<file path="src/rtl/apb_master.sv">
// apb_master: single-outstanding APB initiator driven by a valid/ready command stream.
// Define APB_MASTER_TIMEOUT_EN to build the ACCESS wait-state timeout.
module apb_master #(
  parameter logic [31:0] START_ADDRESS   = 32'h8c000000,
  parameter logic [31:0] END_ADDRESS     = 32'h8c0004FC,
  parameter int          MAX_WAIT_STATES = 32
) (
  input  logic        clk,
  input  logic        rst_n,
  input  logic        cmd_valid,
  output logic        cmd_ready,
  input  logic        cmd_write,
  input  logic [31:0] cmd_addr,
  input  logic [31:0] cmd_wdata,
  output logic        rsp_valid,
  input  logic        rsp_ready,
  output logic [31:0] rsp_rdata,
  output logic        rsp_err,
  output logic        rsp_timeout,
  output logic        PSEL,
  output logic        PENABLE,
  output logic        PWRITE,
  output logic [31:0] PADDR,
  output logic [31:0] PWDATA,
  input  logic [31:0] PRDATA,
  input  logic        PREADY,
  input  logic        PSLVERR
);

  typedef enum logic [1:0] {IDLE, SETUP, ACCESS, RESP} state_t;

  state_t      state, state_nxt;
  logic        addr_ok;
  logic        bus_load;
  logic        rsp_load;
  logic        rsp_err_nxt;
  logic        rsp_err_q;
  logic [31:0] rsp_rdata_nxt;
  logic [31:0] rsp_rdata_q;

  assign addr_ok = (cmd_addr >= START_ADDRESS) && (cmd_addr <= END_ADDRESS) &&
                   (cmd_addr[1:0] == 2'b00);

`ifdef APB_MASTER_TIMEOUT_EN
  localparam int CNT_W = (MAX_WAIT_STATES > 0) ? $clog2(MAX_WAIT_STATES + 1) : 1;

  logic [CNT_W-1:0] wait_cnt;
  logic             timeout_hit;
  logic             timeout_set;
  logic             rsp_to_q;

  // Counter holds the number of ACCESS cycles already spent with PREADY low; it saturates.
  assign timeout_hit = (wait_cnt == CNT_W'(MAX_WAIT_STATES));

  always_ff @(posedge clk) begin
    if (!rst_n || state != ACCESS) begin
      wait_cnt <= '0;
    end else if (!PREADY && !timeout_hit) begin
      wait_cnt <= wait_cnt + CNT_W'(1);
    end
  end

  always_ff @(posedge clk) begin
    if (!rst_n) begin
      rsp_to_q <= 1'b0;
    end else if (rsp_load) begin
      rsp_to_q <= timeout_set;
    end
  end

  assign rsp_timeout = rsp_valid & rsp_to_q;
`else
  assign rsp_timeout = 1'b0;
`endif

  always_ff @(posedge clk) begin
    if (!rst_n) begin
      state <= IDLE;
    end else begin
      state <= state_nxt;
    end
  end

  always_comb begin
    state_nxt     = state;
    bus_load      = 1'b0;
    rsp_load      = 1'b0;
    rsp_err_nxt   = 1'b0;
    rsp_rdata_nxt = '0;
`ifdef APB_MASTER_TIMEOUT_EN
    timeout_set   = 1'b0;
`endif
    case (state)
      IDLE: begin
        if (cmd_valid) begin
          if (addr_ok) begin
            bus_load  = 1'b1;
            state_nxt = SETUP;
          end else begin
            // Out-of-window or misaligned: answer locally, the bus never sees it.
            rsp_load    = 1'b1;
            rsp_err_nxt = 1'b1;
            state_nxt   = RESP;
          end
        end
      end
      SETUP: begin
        state_nxt = ACCESS;
      end
      ACCESS: begin
        if (PREADY) begin
          rsp_load      = 1'b1;
          rsp_err_nxt   = PSLVERR;
          rsp_rdata_nxt = PWRITE ? '0 : PRDATA;
          state_nxt     = RESP;
        end
`ifdef APB_MASTER_TIMEOUT_EN
        else if (timeout_hit) begin
          rsp_load    = 1'b1;
          rsp_err_nxt = 1'b1;
          timeout_set = 1'b1;
          state_nxt   = RESP;
        end
`endif
      end
      RESP: begin
        if (rsp_ready) begin
          state_nxt = IDLE;
        end
      end
      default: begin
        state_nxt = IDLE;
      end
    endcase
  end

  // Bus address/data are only reloaded by a decoded command, so they hold between transfers.
  always_ff @(posedge clk) begin
    if (!rst_n) begin
      PADDR  <= '0;
      PWRITE <= 1'b0;
      PWDATA <= '0;
    end else if (bus_load) begin
      PADDR  <= cmd_addr;
      PWRITE <= cmd_write;
      PWDATA <= cmd_write ? cmd_wdata : '0;
    end
  end

  always_ff @(posedge clk) begin
    if (!rst_n) begin
      rsp_rdata_q <= '0;
      rsp_err_q   <= 1'b0;
    end else if (rsp_load) begin
      rsp_rdata_q <= rsp_rdata_nxt;
      rsp_err_q   <= rsp_err_nxt;
    end
  end

  assign cmd_ready = (state == IDLE);
  assign PSEL      = (state == SETUP) || (state == ACCESS);
  assign PENABLE   = (state == ACCESS);
  assign rsp_valid = (state == RESP);
  assign rsp_rdata = rsp_valid ? rsp_rdata_q : '0;
  assign rsp_err   = rsp_valid & rsp_err_q;

endmodule

</file>
<file path="config.mk">
export PLATFORM = sky130hd
export DESIGN_NAME = apb_master
export DESIGN_NICKNAME = d
export VERILOG_FILES = /design/src/rtl/apb_master.sv
export SDC_FILE = /design/constraint.sdc
export NUM_CORES = 1
export LEC_CHECK = 0
export BUFFER_PORTS_ARGS = -buffer_cell sky130_fd_sc_hd__buf_2
export CORE_ASPECT_RATIO = 1.25
export CORE_MARGIN = 10
export CORE_UTILIZATION = 48
export CTS_CLUSTER_SIZE = 14
export DETAILED_ROUTE_END_ITERATION = 16
export PLACE_DENSITY = 0.84
export SLEW_MARGIN = 20
export SYNTH_ARGS = -nofsm -noshare
export SYNTH_HDL_FRONTEND = slang
export SYNTH_SLANG_ARGS = --single-unit
</file>
<file path="constraint.sdc">
create_clock -name clk -period 4 [get_ports clk]
set_input_delay 0.4 -clock clk [delete_from_list [all_inputs] [get_ports clk]]
set_output_delay 0.4 -clock clk [all_outputs]
set_load 0.02 [all_outputs]
</file>
* Word level (Yosys, flattened, before mapping)
Index checks and enable logic that the tools add are counted.
** Storage, ports and cells
- Register bits :: 100
- Input bits :: 103
- Output and inout port bits :: 103
** Operators by class
- $lt $le $gt $ge :: 2
- Equal/unequal tests :: 6
- Muxes and demuxes :: 19
- Bitwise gates (word level) :: 1
- Reduce and logical (&&, ||, !) cells :: 6
** Operators by type and width (count)
- $mux W32 :: 5
- $ge A32 B32 Y1 const B :: 1
- $le A32 B32 Y1 const B :: 1
- $mux W2 :: 4
- $pmux W2 S4 :: 1
- $mux W1 :: 7
- $eq A2 B2 Y1 const B :: 2
- $logic_not A2 Y1 :: 2
- $ne A2 B1 Y1 const B :: 2
- $pmux W1 S2 :: 2
- $reduce_and A3 Y1 :: 1
- $eq A2 B1 Y1 const B :: 1
- $logic_and A1 B1 Y1 :: 2
- $ne A2 B2 Y1 const B :: 1
- $and A1 B1 Y1 :: 1
- $logic_or A1 B1 Y1 :: 1

* Depth between registers and ports, before layout
Gate-level depths: netlist (run 1).
- Depth after elaboration :: 6
- Mapped depth :: 8

* Worst setup path after synthesis (run 1)
OpenSTA, ideal clock, no wires.
- Path type :: register to register
- Start :: reg state[0]
- End :: reg PWDATA[16]
- Library setup time :: 0.072 ns
- Data arrival time :: 1.727 ns
- Setup slack :: 2.202 ns
- Cell stages (with the launch flop) :: 9
- Buffers on the path :: 2
- Path through :: dfxtp_1 > inv_1 > ha_1 > and2_1 > and4_1 > nor2b_4 > buf_8 > buf_8 > mux2i_1
** On the way
- Cells in the longest elaborated chain, start to end :: 2
** RTL lines
- from (decl) :: line 32 : state_t state, state_nxt;
- from (signal assigned) :: line 80 : state <= state_nxt;
- $logic_not A2 Y1
- net cmd_ready :: line 11 : output logic cmd_ready,
- $mux W1 :: line 93 : case (state)
- to (signal assigned) :: line 146 : PWDATA <= cmd_write ? cmd_wdata : '0;
- to (decl) :: line 24 : output logic [31:0] PWDATA,
The timed path passes the listed nets, and every way through them passes these cells.
A chain may end at the register's enable or synchronous reset.

* Worst setup path in the final report (run 1)
- Start :: reg state[1]
- End :: out rsp_rdata[12]
** On the way
- Cells in the longest elaborated chain, start to end :: 2
** RTL lines
- $eq A2 B2 Y1 :: line 163 : assign rsp_valid = (state == RESP);
- $mux W32 :: line 164 : assign rsp_rdata = rsp_valid ? rsp_rdata_q : '0;
- to (decl) :: line 17 : output logic [31:0] rsp_rdata,
Every way passes these cells.

==> results of run 1 <==
-- power by group through the flow --
stage / Clock [uW] / Combinational (uW) / Sequential (uW)
6_report: 653 / 350 / 1070
5_1_grt: 705 / 390 / 1070
4_1_cts: 670 / 354 / 1070
3_5_place_dp: 0 / 349 / 1090
3_3_place_gp: 0 / 333 / 1090
2_1_floorplan: 0 / 236 / 1080
-- how the worst max path moves through the flow --
stage,startpoint,endpoint,cells after the start
2_1_floorplan,state[0],PWDATA[16],8
3_3_place_gp,cmd_addr[19],rsp_rdata_q[8],5
3_5_place_dp,cmd_addr[25],PWDATA[31],6
6_report,state[1],rsp_rdata[12],3
5_1_grt,state[1],rsp_rdata[0],3
4_1_cts,state[1],rsp_rdata[12],3
-- cell usage in the layout, fill, tap and decap left out --
master / count
and2_1: 34
inv_6: 1
buf_4: 3
clkinv_4: 1
inv_1: 4
nor3b_1: 1
and4_1: 1
o21ai_0: 1
bufinv_16: 1
o21a_1: 3
a221oi_1: 1
o21ai_1: 1
nor3b_2: 1
nand4_1: 2
nand2b_1: 2
ha_1: 3
nor4b_1: 2
o221ai_1: 1
nor4b_4: 1
nor2_1: 1
dfxtp_1: 100
clkinv_2: 1
nand2_1: 54
o22ai_4: 1
nor4_1: 1
clkbuf_8: 10
nor3_1: 2
clkinvlp_4: 1
mux2i_1: 43
nor2b_4: 1
and3_1: 20
a22o_1: 32
o2111ai_1: 1
nor4_4: 1
nor2b_1: 1
a21boi_0: 3
conb_1: 1
buf_2: 204
nand3_1: 33
clkbuf_1: 1
-- metal layers --
| metal | global-route usage, % | vias up | part of all wire, % |
|---|---|---|---|
| met5 | 0 | - | 0.098 |
| met4 | 6.81 | 2 | 1.5 |
| met3 | 7.92 | 17 | 9.8 |
| met2 | 28.2 | 133 | 46 |
| met1 | 20.1 | 1548 | 42 |
| li1 | - | 1703 | - |
-- per-stage QoR --
step	instances	instance area [um2]
after floorplan	386	3930
after global placement	655	4890
after detailed placement	655	4890
after CTS	671	5100
after global routing	671	5100
final	671	5100
-- state kept, by name (all words and copies together), names as in the netlist --
register	count
PADDR	32
PWDATA	32
PWRITE	1
rsp_err_q	1
rsp_rdata_q	32
state	2
-- critical path: cells and delay by family (launching register included) --
kind / cells / cell delay, ps
flip-flops: 1 / 400
buffers and inverters: 1 / 170
AND/OR/NAND/NOR: 1 / 240
adder cells (fa/ha/maj): 1 / 740
-- area by class of cell --
| type | instances | area, um2 | area share, % |
|---|---|---|---|
| Clock buffer | 11 | 141 | 2.77 |
| Timing Repair Buffer | 207 | 1040 | 20.5 |
| Tap cell | 95 | 119 | 2.33 |
| Clock inverter | 5 | 60.1 | 1.18 |
| Sequential cell | 100 | 2000 | 39.3 |
| Inverter | 4 | 15.0 | 0.295 |
| Multi-Input combinational cell | 249 | 1720 | 33.7 |
-- kinds of logic after synthesis --
| kind of cell | Yosys count | share of synthesized area (%) |
|---|---|---|
| mux | 43 | 11.0 |
| compound gates | 44 | 9.52 |
| buf+inv | 37 | 5.73 |
| other cells | 1 | 0.0954 |
| simple gates | 158 | 21.8 |
| flops | 100 | 50.9 |
| fa+ha+maj | 3 | 0.955 |
==> results.sh, run 1 <==
export IMPL_grt_setup_unrepaired="no"
export IMPL_portBuffers=204
export IMPL_hold_ws_ps=256
export IMPL_dp_worst_setup_slack_ps=1610
export IMPL_ant_nets=0
export IMPL_yosysMostFrequentCell="dfxtp_1"
export IMPL_grt_use_total_pct=17.6
export IMPL_clockBufferDepth=2
export IMPL_power_leakage_uw=0.00249
export IMPL_grt_max_degree=112
export IMPL_finalSetupTns_ps=0
export IMPL_finalCritPeriodShare_pct=57.5
export IMPL_critical_path_cell_chain="ha_1 -> and2_1 -> buf_2"
export IMPL_wirelength_mm=11.3
export IMPL_reg2regPathDepth=7
export IMPL_vias=3403
export IMPL_cts_hold_fix_buffers=0
export IMPL_avgViaCountPerCell=5.07
export IMPL_overflow=0
export IMPL_avgSynthCellArea_um2=10.2
export IMPL_fin_crit_ps=2300
export IMPL_slew_headroom_pct=36.0
export IMPL_design_core_area_um2=7880
export IMPL_clk_pin_slew_worst_paths_ps=100
export IMPL_syn_area_um2=3930
export IMPL_p_total_uw=2070
export IMPL_worstPathRequired_ps=3600
export IMPL_power_density_nw_per_um2=406
export IMPL_antenna_found_initial=1
export IMPL_diodes=0
export IMPL_hpwlAfterDp_mm=8.55
export IMPL_worstHoldStart="PRDATA[21]"
export IMPL_switching_power_uw=581
export IMPL_p_sw_share_pct=28.0
export IMPL_cts_resized=0
export IMPL_chipHeight_um=121
export IMPL_cp_max_fo=35
export IMPL_ys_seq_elements=100
export IMPL_power_frac_comb_pct=16.9
export IMPL_fin_worst_skew_ps=6.86
export IMPL_drt_iter0_drc=138
export IMPL_slowest_delay_ps=740
export IMPL_ir_drop_mv=0.259
export IMPL_wl_per_cell_um=16.8
export IMPL_async_reset_ff_share_pct=0
export IMPL_placementRows=36
export IMPL_whs_path_depth=2
export IMPL_dieArea_um2=12200
export IMPL_crit_path_start_kind="register"
export IMPL_num_io_pins=206
export IMPL_ys_top_cells_by_area="dfxtp_1 (51%), mux2i_1 (11%), a22o_1 (7.1%)"
export IMPL_initial_utilization_pct=49.9
export IMPL_cts_sinks=100
export IMPL_maxSlewViolCount=0
export IMPL_cts_setup_buffers=0
export IMPL_area_delta_synth_final_pct=29.7
export IMPL_synth_edf_count=0
export IMPL_yosys_top_cells_count="dfxtp_1 (100), nand2_1 (54), mux2i_1 (43)"
export IMPL_worstSetupEndpointType="output pin"
export IMPL_tightestPinTransition_ps=960
export IMPL_finalHoldViolCount=0
export IMPL_syn_inst=386
export IMPL_h_tree_depth=3
export IMPL_yosysTopAreaCell="dfxtp_1"
export IMPL_fin_util_pct=64.7
export IMPL_cp_arrival_ps=1900
export IMPL_hold_path_end="rsp_rdata_q[21]"
export IMPL_die_width_um=101
export IMPL_grt_pass1_wl_mm=17.6
export IMPL_cts_buffers=9
export IMPL_setup_violations=0
export IMPL_min_path_type="in2reg"
export IMPL_final_nets=677
export IMPL_reg2reg_to="PWDATA[31]"
export IMPL_synth_seq_area_share_pct=50.9
export IMPL_p_clk_share_pct=31.5
export IMPL_critPathSlowestCell="ha_1"
export IMPL_intPower_uw=1490
export IMPL_cts_root_buf="clkbuf_8"
export IMPL_drive_above_1_share_pct=39.4
export IMPL_max_cap_violations=0
export IMPL_cts_tree="yes"
export IMPL_max_freq_ghz=0.434
export IMPL_ys_types=34
export IMPL_r2r_slack_ps=1720
export IMPL_grt_pass1_vias=3496
export IMPL_r2r_start="state[0]"
export IMPL_worst_slack_ps=1700
export IMPL_syn_num_nets=492
export IMPL_yosysWarnings=0
export IMPL_drc=0
export IMPL_status="finished, final reports clean"
export IMPL_drtPass1Iterations=4
export IMPL_ys_flop_type="dfxtp_1"
export IMPL_synth_top_cell_area_share_pct=50.9
export IMPL_fill_cells=675
export IMPL_power_frac_seq_pct=51.6
export IMPL_clock_latency_ps=350
export IMPL_place_gp_congestion=0.798
export IMPL_critical_path_class="reg2out"
Power figures use the tool's default switching activity.
==> run 2, diff against run 1 <==
--- a/config.mk
+++ b/config.mk
@@ -5,13 +5,14 @@
 export SDC_FILE = /design/constraint.sdc
 export NUM_CORES = 1
 export LEC_CHECK = 0
+export ABC_AREA = 1
 export BUFFER_PORTS_ARGS = -buffer_cell sky130_fd_sc_hd__buf_2
 export CORE_ASPECT_RATIO = 1.25
 export CORE_MARGIN = 10
-export CORE_UTILIZATION = 48
+export CORE_UTILIZATION = 41
 export CTS_CLUSTER_SIZE = 14
 export DETAILED_ROUTE_END_ITERATION = 16
-export PLACE_DENSITY = 0.84
+export PLACE_DENSITY = 0.76
 export SLEW_MARGIN = 20
 export SYNTH_ARGS = -nofsm -noshare
 export SYNTH_HDL_FRONTEND = slang
==> constraint.sdc (replaced) <==
create_clock -name clk -period 1.9 [get_ports clk]
set_input_delay 0.19 -clock clk [delete_from_list [all_inputs] [get_ports clk]]
set_output_delay 0.19 -clock clk [all_outputs]
set_load 0.02 [all_outputs]
==> results.sh, run 2 <==
export IMPL_wl_per_cell_um=14.9
export IMPL_synth_seq_area_share_pct=49.9
export IMPL_grt_max_degree=50
export IMPL_synth_top_cell_area_share_pct=49.9
export IMPL_max_cap_violations=0
export IMPL_drive_above_1_share_pct=33.5
export IMPL_chipHeight_um=131
export IMPL_power_leakage_uw=0.00286
export IMPL_largest_registers="PADDR: 32 flops, PWDATA: 32 flops, rsp_rdata_q: 32 flops"
export IMPL_slowest_delay_ps=380
export IMPL_setup_violations=0
export IMPL_cts_resized=0
export IMPL_clockBufferDepth=2
export IMPL_place_gp_congestion=0.794
export IMPL_yosysTopAreaCell="dfxtp_1"
export IMPL_grt_setup_unrepaired="no"
export IMPL_min_path_type="in2reg"
export IMPL_synthMuxAreaShare_pct=0.250
export IMPL_initial_utilization_pct=41.7
export IMPL_crit_path_start_kind="register"
export IMPL_clk_pin_slew_worst_paths_ps=70
export IMPL_h_tree_depth=3
export IMPL_slew_headroom_pct=60.3
export IMPL_cts_sinks=100
export IMPL_fin_crit_ps=1720
export IMPL_finalSetupTns_ps=0
export IMPL_num_io_pins=206
export IMPL_status="finished, final reports clean"
export IMPL_critPathSlowestCell="dfxtp_1"
export IMPL_ir_drop_mv=0.656
export IMPL_cts_buffers=9
export IMPL_maxSlewViolCount=0
export IMPL_portBuffers=204
export IMPL_synth_xor_xnor_area_share_pct=0
export IMPL_worstSetupEndpointType="output pin"
export IMPL_placementRows=40
export IMPL_yosysMostFrequentCell="nand2_1"
export IMPL_fin_util_pct=56.3
export IMPL_grt_use_total_pct=17.3
export IMPL_drtPass1Iterations=4
export IMPL_design_core_area_um2=9610
export IMPL_synth_edf_count=0
export IMPL_ant_nets=0
export IMPL_async_reset_ff_share_pct=0
export IMPL_finalCritPeriodShare_pct=90.8
export IMPL_die_width_um=108
export IMPL_worstPathRequired_ps=1710
export IMPL_power_density_nw_per_um2=953
export IMPL_dieArea_um2=14200
export IMPL_diodes=0
export IMPL_avgSynthCellArea_um2=7.56
export IMPL_synth_compound_area_share_pct=11.0
export IMPL_yosysWarnings=0
export IMPL_syn_area_um2=4010
export IMPL_critical_path_class="reg2out"
export IMPL_cts_tree="yes"
export IMPL_critPathBufInv=3
export IMPL_synthAdderAreaFrac_pct=0.936
export IMPL_drt_iter0_drc=164
export IMPL_critical_path_cell_chain="ha_1 -> buf_4 -> nand2_1 -> inv_1 -> buf_2"
export IMPL_cts_hold_fix_buffers=0
export IMPL_wirelength_mm=12.6
export IMPL_grt_pass1_wl_mm=20.0
export IMPL_fin_worst_skew_ps=4.35
export IMPL_ys_types=26
export IMPL_yosys_top_cells_count="nand2_1 (108), dfxtp_1 (100), a21oi_1 (75)"
export IMPL_final_nets=821
export IMPL_final_cell_mix="buf_2 (204), nand2_1 (108), dfxtp_1 (100)"
export IMPL_ys_top_cells_by_area="dfxtp_1 (50%), nand2_1 (10%), a21oi_1 (9.4%)"
export IMPL_antenna_found_initial=0
export IMPL_ys_flop_type="dfxtp_1"
export IMPL_finalHoldViolCount=0
export IMPL_tightestPinTransition_ps=595
export IMPL_syn_inst=530
export IMPL_synth_top_family_by_area="simple AND/OR/NAND/NOR gates"
export IMPL_overflow=0
export IMPL_area_delta_synth_final_pct=34.9
export IMPL_drc=0
export IMPL_syn_num_nets=636
export IMPL_hpwlAfterDp_mm=9.49
export IMPL_grt_pass1_vias=4243
export IMPL_ys_seq_elements=100
export IMPL_cp_max_fo=26
export IMPL_cts_setup_buffers=0
export IMPL_vias=4110
export IMPL_clock_latency_ps=330
export IMPL_yosys_area_share_simple_pct=26.0
export IMPL_path_delay_family="buffers and inverters"
export IMPL_layout_commonest_cell="buf_2"
export IMPL_avgViaCountPerCell=4.86
export IMPL_max_freq_ghz=0.580
export IMPL_cp_arrival_ps=1530
export IMPL_cts_root_buf="clkbuf_16"
-- run 2: changes by cell type in the layout (fill, tap and decap cells not counted), moves of 21 or more --
| cell | delta |
|---|---|
| a21oi_1 | +75 |
| a22o_1 | -32 |
| and2_1 | -34 |
| inv_1 | +60 |
| mux2i_1 | -42 |
| nand2_1 | +54 |
| nand3_1 | +21 |
| nand4_1 | +30 |
| nor2_1 | +22 |
-- run 2: layer usage --
| metal | vias to the layer above | routed length (um) | GRT usage, % |
|---|---|---|---|
| li1 | 2084 | - | - |
| met1 | 1843 | 4820 | 18.0 |
| met2 | 167 | 6180 | 30.3 |
| met3 | 16 | 1360 | 7.89 |
| met4 | 0 | 237 | 5.59 |
| met5 | - | 0 | 0 |
-- run 2: logic make-up (layout without fill, tap and decap cells) --
logic type               Yosys count  in the layout
AO/OA/AOI/OAI                     85             85
adder cells (fa/ha/maj)            3              3
flip-flops                       100            100
other                              1              1
AND/OR/NAND/NOR                  231            231
buffers and inverters            109            299
multiplexers                       1              1
-- run 2: per-stage QoR --
stage | power [uW] | std cells | hold WS [ps] | cell area, um2 | setup slack, ps
global route | 5430 | 846 | 99.7 | 5410 | 19.0
detailed placement | 3390 | 830 | 443 | 5100 | 121
CTS | 5230 | 846 | 92.4 | 5410 | 154
global placement | 3350 | 830 | 438 | 5100 | 163
floorplan | 2990 | 530 | 328 | 4010 | 277
finish | 5150 | 846 | 108 | 5410 | 175
-- run 2: tightest hold or removal path: stages --
cell,delay (ps)
buf_2,100
nand2_1,50
a21oi_1,50
-- run 2: worst paths after layout --
check	start	end	slack (ps)	cells past startpoint
min reg2reg	PADDR[25]	PADDR[25]	450	2
max	state[1]	rsp_rdata[26]	180	5
max reg2reg	state[0]	PWDATA[13]	280	7
min	PRDATA[10]	rsp_rdata_q[10]	110	3
-- run 2: where the power goes --
group	leakage (uW)	internal, uW	switching [uW]
clock	0.000141	1040	795
combinational	0.00191	357	714
sequential	0.000808	2200	57.0
total	0.00286	3590	1570
-- run 2: area by class of cell --
class / instances / area, um2
Inverter: 66 / 248
Tap cell: 126 / 158
Fill cell: 927 / 4200
Clock buffer: 10 / 229
Timing Repair Buffer: 217 / 1160
Sequential cell: 100 / 2000
Multi-Input combinational cell: 321 / 1540
Clock inverter: 6 / 73.8
==> run 3, diff against run 2 <==
--- a/config.mk
+++ b/config.mk
@@ -12,7 +12,7 @@
 export CORE_UTILIZATION = 41
 export CTS_CLUSTER_SIZE = 14
 export DETAILED_ROUTE_END_ITERATION = 16
-export PLACE_DENSITY = 0.76
+export PLACE_DENSITY_LB_ADDON = 0.3
 export SLEW_MARGIN = 20
 export SYNTH_ARGS = -nofsm -noshare
 export SYNTH_HDL_FRONTEND = slang
==> constraint.sdc (replaced) <==
create_clock -name clk -period 1.9 [get_ports clk]
set_input_delay 0.19 -clock clk [delete_from_list [all_inputs] [get_ports clk]]
set_output_delay 0.19 -clock clk [all_outputs]
set_load 0.1 [all_outputs]
==> results.sh, run 3 (same netlist as run 2, synthesis figures left out) <==
export IMPL_cp_endpoint="PSEL"
export IMPL_cts_root_buf="clkbuf_16"
export IMPL_finalSetupTns_ps=0
export IMPL_grt_max_degree=53
export IMPL_initial_utilization_pct=41.7
export IMPL_critical_path_cell_chain="inv_1 -> ha_2 -> buf_2"
export IMPL_placed_cell_area_um2=5680
export IMPL_grt_setup_unrepaired="no"
export IMPL_overflow=0
export IMPL_r2r_slack_ps=170
export IMPL_largest_registers="PADDR: 32 flops, PWDATA: 32 flops, rsp_rdata_q: 32 flops"
export IMPL_fill_cells=835
export IMPL_drc=0
export IMPL_design_core_area_um2=9610
export IMPL_grt_pass1_wl_mm=20.7
export IMPL_ir_drop_mv=0.713
export IMPL_power_density_nw_per_um2=973
export IMPL_cts_buffers=9
export IMPL_portBuffers=204
export IMPL_vias=4199
export IMPL_num_io_pins=206
export IMPL_setup_violations=0
export IMPL_post_route_cell_area_um2=6060
export IMPL_final_nets=821
export IMPL_max_freq_ghz=0.547
export IMPL_chipHeight_um=131
export IMPL_cts_sinks=100
export IMPL_die_width_um=108
export IMPL_h_tree_depth=3
export IMPL_critPathSlowestCell="buf_2"
export IMPL_avgViaCountPerCell=4.97
export IMPL_power_leakage_uw=0.00265
export IMPL_dieArea_um2=14200
export IMPL_whs_path_depth=3
export IMPL_p_total_uw=5900
export IMPL_drtPass1Iterations=5
export IMPL_grt_pass1_vias=4283
export IMPL_finalCritPeriodShare_pct=96.1
export IMPL_fin_crit_ps=1830
export IMPL_slowest_delay_ps=430
export IMPL_path_delay_family="buffers and inverters"
export IMPL_final_cell_mix="buf_2 (170), nand2_1 (108), dfxtp_1 (100)"
export IMPL_hpwlAfterDp_mm=9.58
export IMPL_wl_per_cell_um=15.4
export IMPL_clk_pin_slew_worst_paths_ps=60
export IMPL_clock_latency_ps=340
export IMPL_crit_path_start="state[0]"
export IMPL_dp_worst_setup_slack_ps=45.8
export IMPL_crit_path_start_kind="register"
export IMPL_worst_slack_ps=73.2
export IMPL_layout_commonest_cell="buf_2"
export IMPL_fin_util_pct=63.1
export IMPL_antenna_found_initial=0
export IMPL_diodes=0
export IMPL_critical_path_class="reg2out"
export IMPL_grt_use_total_pct=17.9
export IMPL_cp_arrival_ps=1640
export IMPL_cts_tree="yes"
export IMPL_placementRows=40
export IMPL_clockBufferDepth=2
export IMPL_max_cap_violations=0
export IMPL_drive_above_1_share_pct=38.1
export IMPL_drt_iter0_drc=222
export IMPL_worstSetupEndpointType="output pin"
export IMPL_r2r_start="state[0]"
export IMPL_reg2reg_to="PWDATA[0]"
export IMPL_fin_worst_skew_ps=7.27
export IMPL_slew_headroom_pct=58.3
export IMPL_cts_hold_fix_buffers=0
export IMPL_cp_max_fo=3
export IMPL_critPathBufInv=2
export IMPL_min_path_type="in2reg"
export IMPL_place_gp_congestion=0.748
export IMPL_worstPathRequired_ps=1710
export IMPL_ant_nets=0
export IMPL_tightestPinTransition_ps=626
export IMPL_area_delta_synth_final_pct=51.2
export IMPL_maxSlewViolCount=0
export IMPL_reg2regPathDepth=8
export IMPL_worstHoldStart="PRDATA[24]"
export IMPL_finalHoldViolCount=0
export IMPL_status="finished, final reports clean"
export IMPL_cp_depth=3
export IMPL_wirelength_mm=13.0
run 3: worst min path at each step:
stage                     slack [ps]              end
after floorplan                  330         state[0]
after global placement           440        PADDR[11]
after detailed placement         440        PADDR[30]
after CTS                         90   rsp_rdata_q[6]
after global routing             100  rsp_rdata_q[19]
final                            100  rsp_rdata_q[24]
run 3: power by group:
part	switching [uW]	internal (uW)
clock	768	1280
combinational	1150	430
sequential	72.9	2200
total	1990	3910
run 3: cell type report:
type	count	area, um2	area share, %
repair buffers	217	1640	27.0
clock inverters	6	111	1.84
well taps	126	158	2.60
inverters	66	360	5.95
flip-flops and latches	100	2000	33.0
clock buffers	9	225	3.72
multi-input cells	321	1570	25.9
run 3: stage by stage:
| stage | hold WS, ps | instances |
|---|---|---|
| 2_1_floorplan | 328 | 530 |
| 3_3_place_gp | 440 | 828 |
| 3_5_place_dp | 443 | 828 |
| 4_1_cts | 90.1 | 843 |
| 5_1_grt | 100 | 845 |
| 6_report | 102 | 845 |
run 3: routing by layer:
metal	GRT usage (%)	vias up	share of wire [%]
met5	0	-	0
met4	6.60	0	1.6
met3	7.35	16	11
met2	29.4	183	48
met1	20.3	1922	40
li1	-	2078	-
run 3: tightest hold or removal path, cell delays in order:
cell and delay (ps):
buf_2 90, nand2_1 50, a21oi_1 60
run 3: repair_timing:
action	4_1_cts	5_1_grt
setup buffers	0	2
gates resized for setup	3	1
endpoints found under the hold margin	0	0
setup endpoints to repair	3	73
cloned	0	0
